File: src/rtl/trace_sequencer.sv
// trace_sequencer: buffers trace commands in a FIFO and issues them one at a
// time to the L1 cache model. It paces the issue rate, drops illegal ops and
// handshakes the print command with the display side.
//
// Ports:
//   clk, rst_n        clock, asynchronous active-low reset
//   in_valid/in_ready command handshake (in_ready = FIFO not full)
//   in_op, in_addr    incoming command: 4-bit op, 32-bit byte address
//   address           registered {op,addr} of the last issued command
//   iteration         issue counter; increments once per issued command
//   issue             1-cycle strobe that accompanies each address/iteration update
//   clear             1-cycle strobe with issue when the op is 8
//   print_req         held high after an op 9 issue until print_ack is seen
//   print_ack         display done; only looked at while waiting on print
//   err_count         saturating count of dropped illegal ops
//   busy              sequencer not idle or FIFO not empty
module trace_sequencer #(
  parameter int unsigned DEPTH       = 8,
  parameter int unsigned HOLD_CYCLES = 2
) (
  input  logic        clk,
  input  logic        rst_n,
  input  logic        in_valid,
  output logic        in_ready,
  input  logic [3:0]  in_op,
  input  logic [31:0] in_addr,
  output logic [35:0] address,
  output logic [31:0] iteration,
  output logic        issue,
  output logic        clear,
  output logic        print_req,
  input  logic        print_ack,
  output logic [15:0] err_count,
  output logic        busy
);

  localparam int unsigned PTR_W  = $clog2(DEPTH);
  localparam int unsigned CNT_W  = $clog2(DEPTH) + 1;
  localparam int unsigned HOLD_W = 8;
  localparam int unsigned WORD_W = 36;

  localparam logic [CNT_W-1:0]  FULL_CNT  = CNT_W'(DEPTH);
  localparam logic [HOLD_W-1:0] HOLD_INIT = HOLD_W'(HOLD_CYCLES);

  typedef enum logic [1:0] {
    IDLE  = 2'd0,
    HOLD  = 2'd1,
    PRINT = 2'd2
  } state_t;

  state_t state, state_next;

  logic [WORD_W-1:0] mem [DEPTH];
  logic [PTR_W-1:0]  wr_ptr, rd_ptr;
  logic [CNT_W-1:0]  count, count_next;
  logic              push, pop, empty;
  logic [WORD_W-1:0] head;
  logic [3:0]        head_op;

  logic [HOLD_W-1:0] hold_cnt, hold_next;
  logic [35:0]       address_next;
  logic [31:0]       iteration_next;
  logic              issue_next, clear_next, print_next, busy_next;
  logic [15:0]       err_next;

  // Ops 0-4, 8 and 9 are the only commands the cache model understands.
  function automatic logic op_legal(input logic [3:0] op);
    logic ok;
    ok = 1'b0;
    unique case (op)
      4'd0, 4'd1, 4'd2, 4'd3, 4'd4, 4'd8, 4'd9: ok = 1'b1;
      default:                                  ok = 1'b0;
    endcase
    return ok;
  endfunction

  // Full is judged on the registered count only, so a same-cycle pop never frees a slot.
  assign in_ready = (count != FULL_CNT);
  assign push     = in_valid && in_ready;
  assign empty    = (count == '0);
  assign head     = mem[rd_ptr];
  assign head_op  = head[35:32];

  // FIFO storage; no reset needed since reads are gated by count.
  always_ff @(posedge clk) begin
    if (push) begin
      mem[wr_ptr] <= {in_op, in_addr};
    end
  end

  // FIFO pointers and occupancy; pointers wrap naturally at DEPTH.
  always_ff @(posedge clk or negedge rst_n) begin
    if (!rst_n) begin
      wr_ptr <= '0;
      rd_ptr <= '0;
      count  <= '0;
    end else begin
      if (push) wr_ptr <= wr_ptr + PTR_W'(1);
      if (pop)  rd_ptr <= rd_ptr + PTR_W'(1);
      count <= count_next;
    end
  end

  always_comb begin
    count_next = count;
    unique case ({push, pop})
      2'b10:   count_next = count + CNT_W'(1);
      2'b01:   count_next = count - CNT_W'(1);
      default: count_next = count;
    endcase
  end

  // State and registered outputs.
  always_ff @(posedge clk or negedge rst_n) begin
    if (!rst_n) begin
      state     <= IDLE;
      hold_cnt  <= '0;
      address   <= '0;
      iteration <= '0;
      issue     <= 1'b0;
      clear     <= 1'b0;
      print_req <= 1'b0;
      err_count <= '0;
      busy      <= 1'b0;
    end else begin
      state     <= state_next;
      hold_cnt  <= hold_next;
      address   <= address_next;
      iteration <= iteration_next;
      issue     <= issue_next;
      clear     <= clear_next;
      print_req <= print_next;
      err_count <= err_next;
      busy      <= busy_next;
    end
  end

  // Next-state and next-output logic.
  always_comb begin
    state_next     = state;
    hold_next      = hold_cnt;
    pop            = 1'b0;
    address_next   = address;
    iteration_next = iteration;
    issue_next     = 1'b0;
    clear_next     = 1'b0;
    err_next       = err_count;

    unique case (state)
      IDLE: begin
        if (!empty) begin
          pop = 1'b1;
          if (!op_legal(head_op)) begin
            if (err_count != 16'hFFFF) err_next = err_count + 16'd1;
          end else begin
            address_next   = head;
            iteration_next = iteration + 32'd1;
            issue_next     = 1'b1;
            clear_next     = (head_op == 4'd8);
            if (head_op == 4'd9) begin
              state_next = PRINT;
            end else if (HOLD_CYCLES != 0) begin
              state_next = HOLD;
              hold_next  = HOLD_INIT;
            end
          end
        end
      end
      HOLD: begin
        // Leave on the cycle the counter reads 1: exactly HOLD_CYCLES cycles here.
        if (hold_cnt <= HOLD_W'(1)) begin
          state_next = IDLE;
        end else begin
          hold_next = hold_cnt - HOLD_W'(1);
        end
      end
      PRINT: begin
        if (print_ack) begin
          if (HOLD_CYCLES != 0) begin
            state_next = HOLD;
            hold_next  = HOLD_INIT;
          end else begin
            state_next = IDLE;
          end
        end
      end
      default: state_next = IDLE;
    endcase

    print_next = (state_next == PRINT);
    busy_next  = (state_next != IDLE) || (count_next != '0);
  end

endmodule
File: config.mk
export PLATFORM = sky130hd
export DESIGN_NAME = trace_sequencer
export DESIGN_NICKNAME = d
export VERILOG_FILES = /design/src/rtl/trace_sequencer.sv
export SDC_FILE = /design/constraint.sdc
export NUM_CORES = 1
export LEC_CHECK = 0
export ABC_AREA = 1
export CAP_MARGIN = 10
export CELL_PAD_IN_SITES_DETAIL_PLACEMENT = 0
export CELL_PAD_IN_SITES_GLOBAL_PLACEMENT = 1
export CORE_ASPECT_RATIO = 0.5
export CORE_MARGIN = 2
export CORE_UTILIZATION = 45
export DETAILED_ROUTE_END_ITERATION = 10
export PLACE_DENSITY_LB_ADDON = 0.25
export SKIP_LAST_GASP = 1
export SYNTH_ARGS = -nofsm -noshare
export SYNTH_HDL_FRONTEND = slang
export SYNTH_SLANG_ARGS = --single-unit
File: constraint.sdc
create_clock -name clk -period 3.25 [get_ports clk]
set_input_delay 0.8125 -clock clk [delete_from_list [all_inputs] [get_ports clk]]
set_output_delay 0.8125 -clock clk [all_outputs]
set_load 0.01 [all_outputs]
==> run_results.csv <==
group,metric,value,unit
logic_synthesis,synthArstFlopShare,27.3,%
clock_network,path_clk_slew,60,ps
logic_synthesis,postSynthRegisterBits,396,
status,outcome,"completed",
sta,worst_slack,633,ps
worst_setup_path,cp-end-kind,"output pin",
sta,finClkSkew,15.8,ps
cells_and_area,finalNetCount,1687,
global_routing,grt_ovf,0,
cells_and_area,drive_gt1_share,5.64,%
worst_setup_path,crit_path_max_fanout,4,
power,irDropWorstVdd,0.479,mV
die,boundaryPins,129,
power,overall_power_consumption,17.3,mW
clock_network,htree_num_levels,2,
die,initial_utilization,46.0,%
logic_synthesis,yosysWarningCount,0,
cells_and_area,most-common-layout-cells,"447 x sky130_fd_sc_hd__nand2_1, 288 x sky130_fd_sc_hd__edfxtp_1, 127 x sky130_fd_sc_hd__clkdlybuf4s50_1, 119 x sky130_fd_sc_hd__nor2_1, 117 x sky130_fd_sc_hd__o21ai_0",
place,finalWeightedCongestion,0.857,
worst_setup_path,r2r_end,"err_count[12]$_DFFE_PN0P_",
worst_setup_path,cp_slowest_cell,"sky130_fd_sc_hd__clkdlybuf4s50_1",
clock_network,cts_repair_resized_insts,0,
detailed_routing,route.detailed.vias_per_inst,5.37,
power,net-switching-power,6.42,mW
die,dieArea,0.0387,mm2
worst_setup_path,data_arrival_time_at_the_worst_slack_endpoint,1800,ps
clock_network,clock_sink_count,396,
hold_path,min-delay-path-class,"in2async",
logic_synthesis,syn_area_per_cell,11.0,um2
worst_setup_path,crit_type,"reg2out",
clock_network,cts-root-buf,"sky130_fd_sc_hd__clkbuf_16",
place,dp_hpwl,22000,um
sta,period_share,80.5,%
detailed_routing,route.antenna.remaining_nets,0,
cells_and_area,final_core_utilization,54.6,%
logic_synthesis,synth_enable_flop_cells,288,
die,die-width,276,um
sta,finalHoldViolations,0,
global_routing,antenna_found_initial,0,
logic_synthesis,postSynthCellCount,1518,
logic_synthesis,synth.cell_area,0.0167,mm2
cells_and_area,finish.instance_area,0.0198,mm2
detailed_routing,wire_per_inst,17.7,um
die,dieHeight,140,um
clock_network,tritoncts_clock_tree,"done",
clock_network,worstSkewPairLatency,550,ps
logic_synthesis,ys_types,33,
worst_setup_path,crit_path_cell_trace,"nor2_1 > nand3b_1 > clkdlybuf4s50_1",
global_routing,grt_pass1_wl,61200,um
clock_network,ctsLongestPathBuffers,3,
place,dp.cells,2082,
worst_setup_path,worst_ep_required_time,2440,ps
place,dpl_cell_area,0.0186,mm2
worst_setup_path,timing.reg2reg.setup_slack,710,ps
clock_network,numCtsBuffers,37,
power,power_frac_seq,39.5,%
cells_and_area,non_filler_cells_final,2150,
logic_synthesis,most_frequently_used_flop_master_after_synthesis,"sky130_fd_sc_hd__edfxtp_1",
global_routing,grt_max_degree,121,
power,internal_dissipation,10.9,mW
detailed_routing,drt_first_iter_violations,977,
power,total_leakage_power,7.43,nW
detailed_routing,routed_wire_length,38000,um
run,cap_viol_max_count,0,
cells_and_area,diodes,0,
sta,final_number_of_setup_violating_endpoints,0,
logic_synthesis,synthesis.nets,1568,
die,placementRows,49,
detailed_routing,drtPass1Iterations,5,
worst_setup_path,max_stage_delay,520,ps
sta,finalHoldWorstSlack,314,ps
die,design.core.area,0.0362,mm2
sta,min_period,2620,ps
sta,worst_slew_pin_slew,1100,ps
place,dp_slack,259,ps
detailed_routing,via_count,11500,
power,power_per_cell_area,877,mW/mm2
worst_setup_path,reg2reg_depth,13,
detailed_routing,drcViolationCount,0,
power,pwr-share-clk,24.5,%
power,power.share.combinational,36.0,%
worst_setup_path,crit-reg2reg-launch,"rd_ptr[0]$_DFFE_PN0P_",
place,port_buffers,128,
sta,rsz0062_at_grt,"false",
power,swShare,37.0,%
clock_network,cts_hold_buffers,0,
worst_setup_path,critPathLaunchType,"flop",
clock_network,post-cts-setup-buffer-count,0,
sta,timing.slew.headroom,26.7,%
sta,fmax,382,MHz
sta,final.setup.tns,0,ps
global_routing,grt_pass1_vias,11500,
sta,timing.final.max_slew_violations,0,
cells_and_area,synthToLayoutAreaGrowth,18.6,%
global_routing,globalRouteTotalUtil,19.9,%
cells_and_area,nFillCells,3046,
logic_synthesis,seq_area_frac_synth,68.1,%
cells_and_area,final_common_cell,"sky130_fd_sc_hd__nand2_1",
-- synth_stat cells (10+ instances only) --
master | n | area share [%]
sky130_fd_sc_hd__a21oi_1 | 36 | 1.1
sky130_fd_sc_hd__a32o_1 | 32 | 1.9
sky130_fd_sc_hd__buf_2 | 16 | 0.48
sky130_fd_sc_hd__clkbuf_1 | 35 | 0.79
sky130_fd_sc_hd__dfrtp_1 | 108 | 16
sky130_fd_sc_hd__edfxtp_1 | 288 | 52
sky130_fd_sc_hd__inv_1 | 69 | 1.6
sky130_fd_sc_hd__nand2_1 | 447 | 10
sky130_fd_sc_hd__nand3_1 | 46 | 1.4
sky130_fd_sc_hd__nand4_1 | 14 | 0.53
sky130_fd_sc_hd__nor2_1 | 127 | 2.9
sky130_fd_sc_hd__nor3_1 | 26 | 0.78
sky130_fd_sc_hd__o21ai_0 | 117 | 3.5
sky130_fd_sc_hd__o21ai_1 | 19 | 0.57
sky130_fd_sc_hd__o22ai_1 | 32 | 1.2
sky130_fd_sc_hd__xnor2_1 | 10 | 0.53
sky130_fd_sc_hd__xor2_1 | 42 | 2.2
-- power by group through the flow --
stage	clock, mW	sequential (mW)	combinational (mW)
final	4.25	6.85	6.25
after global routing	4.55	6.94	7.02
after CTS	4.36	6.85	6.32
after detailed placement	0	6.95	6.30
after global placement	0	6.91	6.10
after floorplan	0	6.94	4.13
-- registers in the layout (all words and copies together), names as in the netlist --
register	count
clear	1
err_count	16
wr_ptr	3
count	4
print_req	1
issue	1
hold_cnt	8
address	36
busy	1
state	2
mem	288
rd_ptr	3
iteration	32
-- critical path: cells and delay by family (launching register included) --
kind | cells | cell delay, ps
buf+inv | 1 | 520
flops | 1 | 420
simple gates | 2 | 320
-- cell type report --
cell class | instances | area, um2 | share of cell area, %
clock buffer | 55 | 1070 | 5.39
clock inverter | 13 | 114 | 0.576
inverter | 74 | 282 | 1.42
multi-input combinational | 977 | 4760 | 24.1
sequential | 396 | 11400 | 57.4
tap | 484 | 606 | 3.06
timing repair buffer | 151 | 1590 | 8.04
-- metal layers --
layer / up-vias / share of wire (%) / wire length [um] / global-route usage (%)
li1: 5489 / - / - / -
met1: 5727 / 45 / 17100 / 26.6
met2: 260 / 49 / 18500 / 34.1
met3: 63 / 4.1 / 1550 / 3.02
met4: 0 / 2.2 / 836 / 5.75
met5: - / 0 / 0 / 0
-- logic make-up (layout without fill, tap and decap cells) --
kind of cell               Yosys count  count (layout)  share of synthesized area, %
DFF                                396             396                          68.1
and+or+nand+nor                    678             678                          16.3
xor gates and xnor gates            52              52                          2.73
adders and majority gates           10              10                         0.796
buffers and inverters              145             293                          3.72
AOI/OAI and AO/OA                  237             237                          8.33
-- worst max-delay path by stage --
stage / from / endpoint / depth (start not counted)
finish: count[0]$_DFF_PN0_ / in_ready / 3
global route: rd_ptr[0]$_DFFE_PN0P_ / err_count[12]$_DFFE_PN0P_ / 13
CTS: count[0]$_DFF_PN0_ / in_ready / 3
detailed placement: in_valid / busy$_DFF_PN0_ / 12
global placement: in_valid / busy$_DFF_PN0_ / 12
floorplan: in_valid / mem[0][0]$_DFFE_PP_ / 3
(Power assumes the default switching activity.)
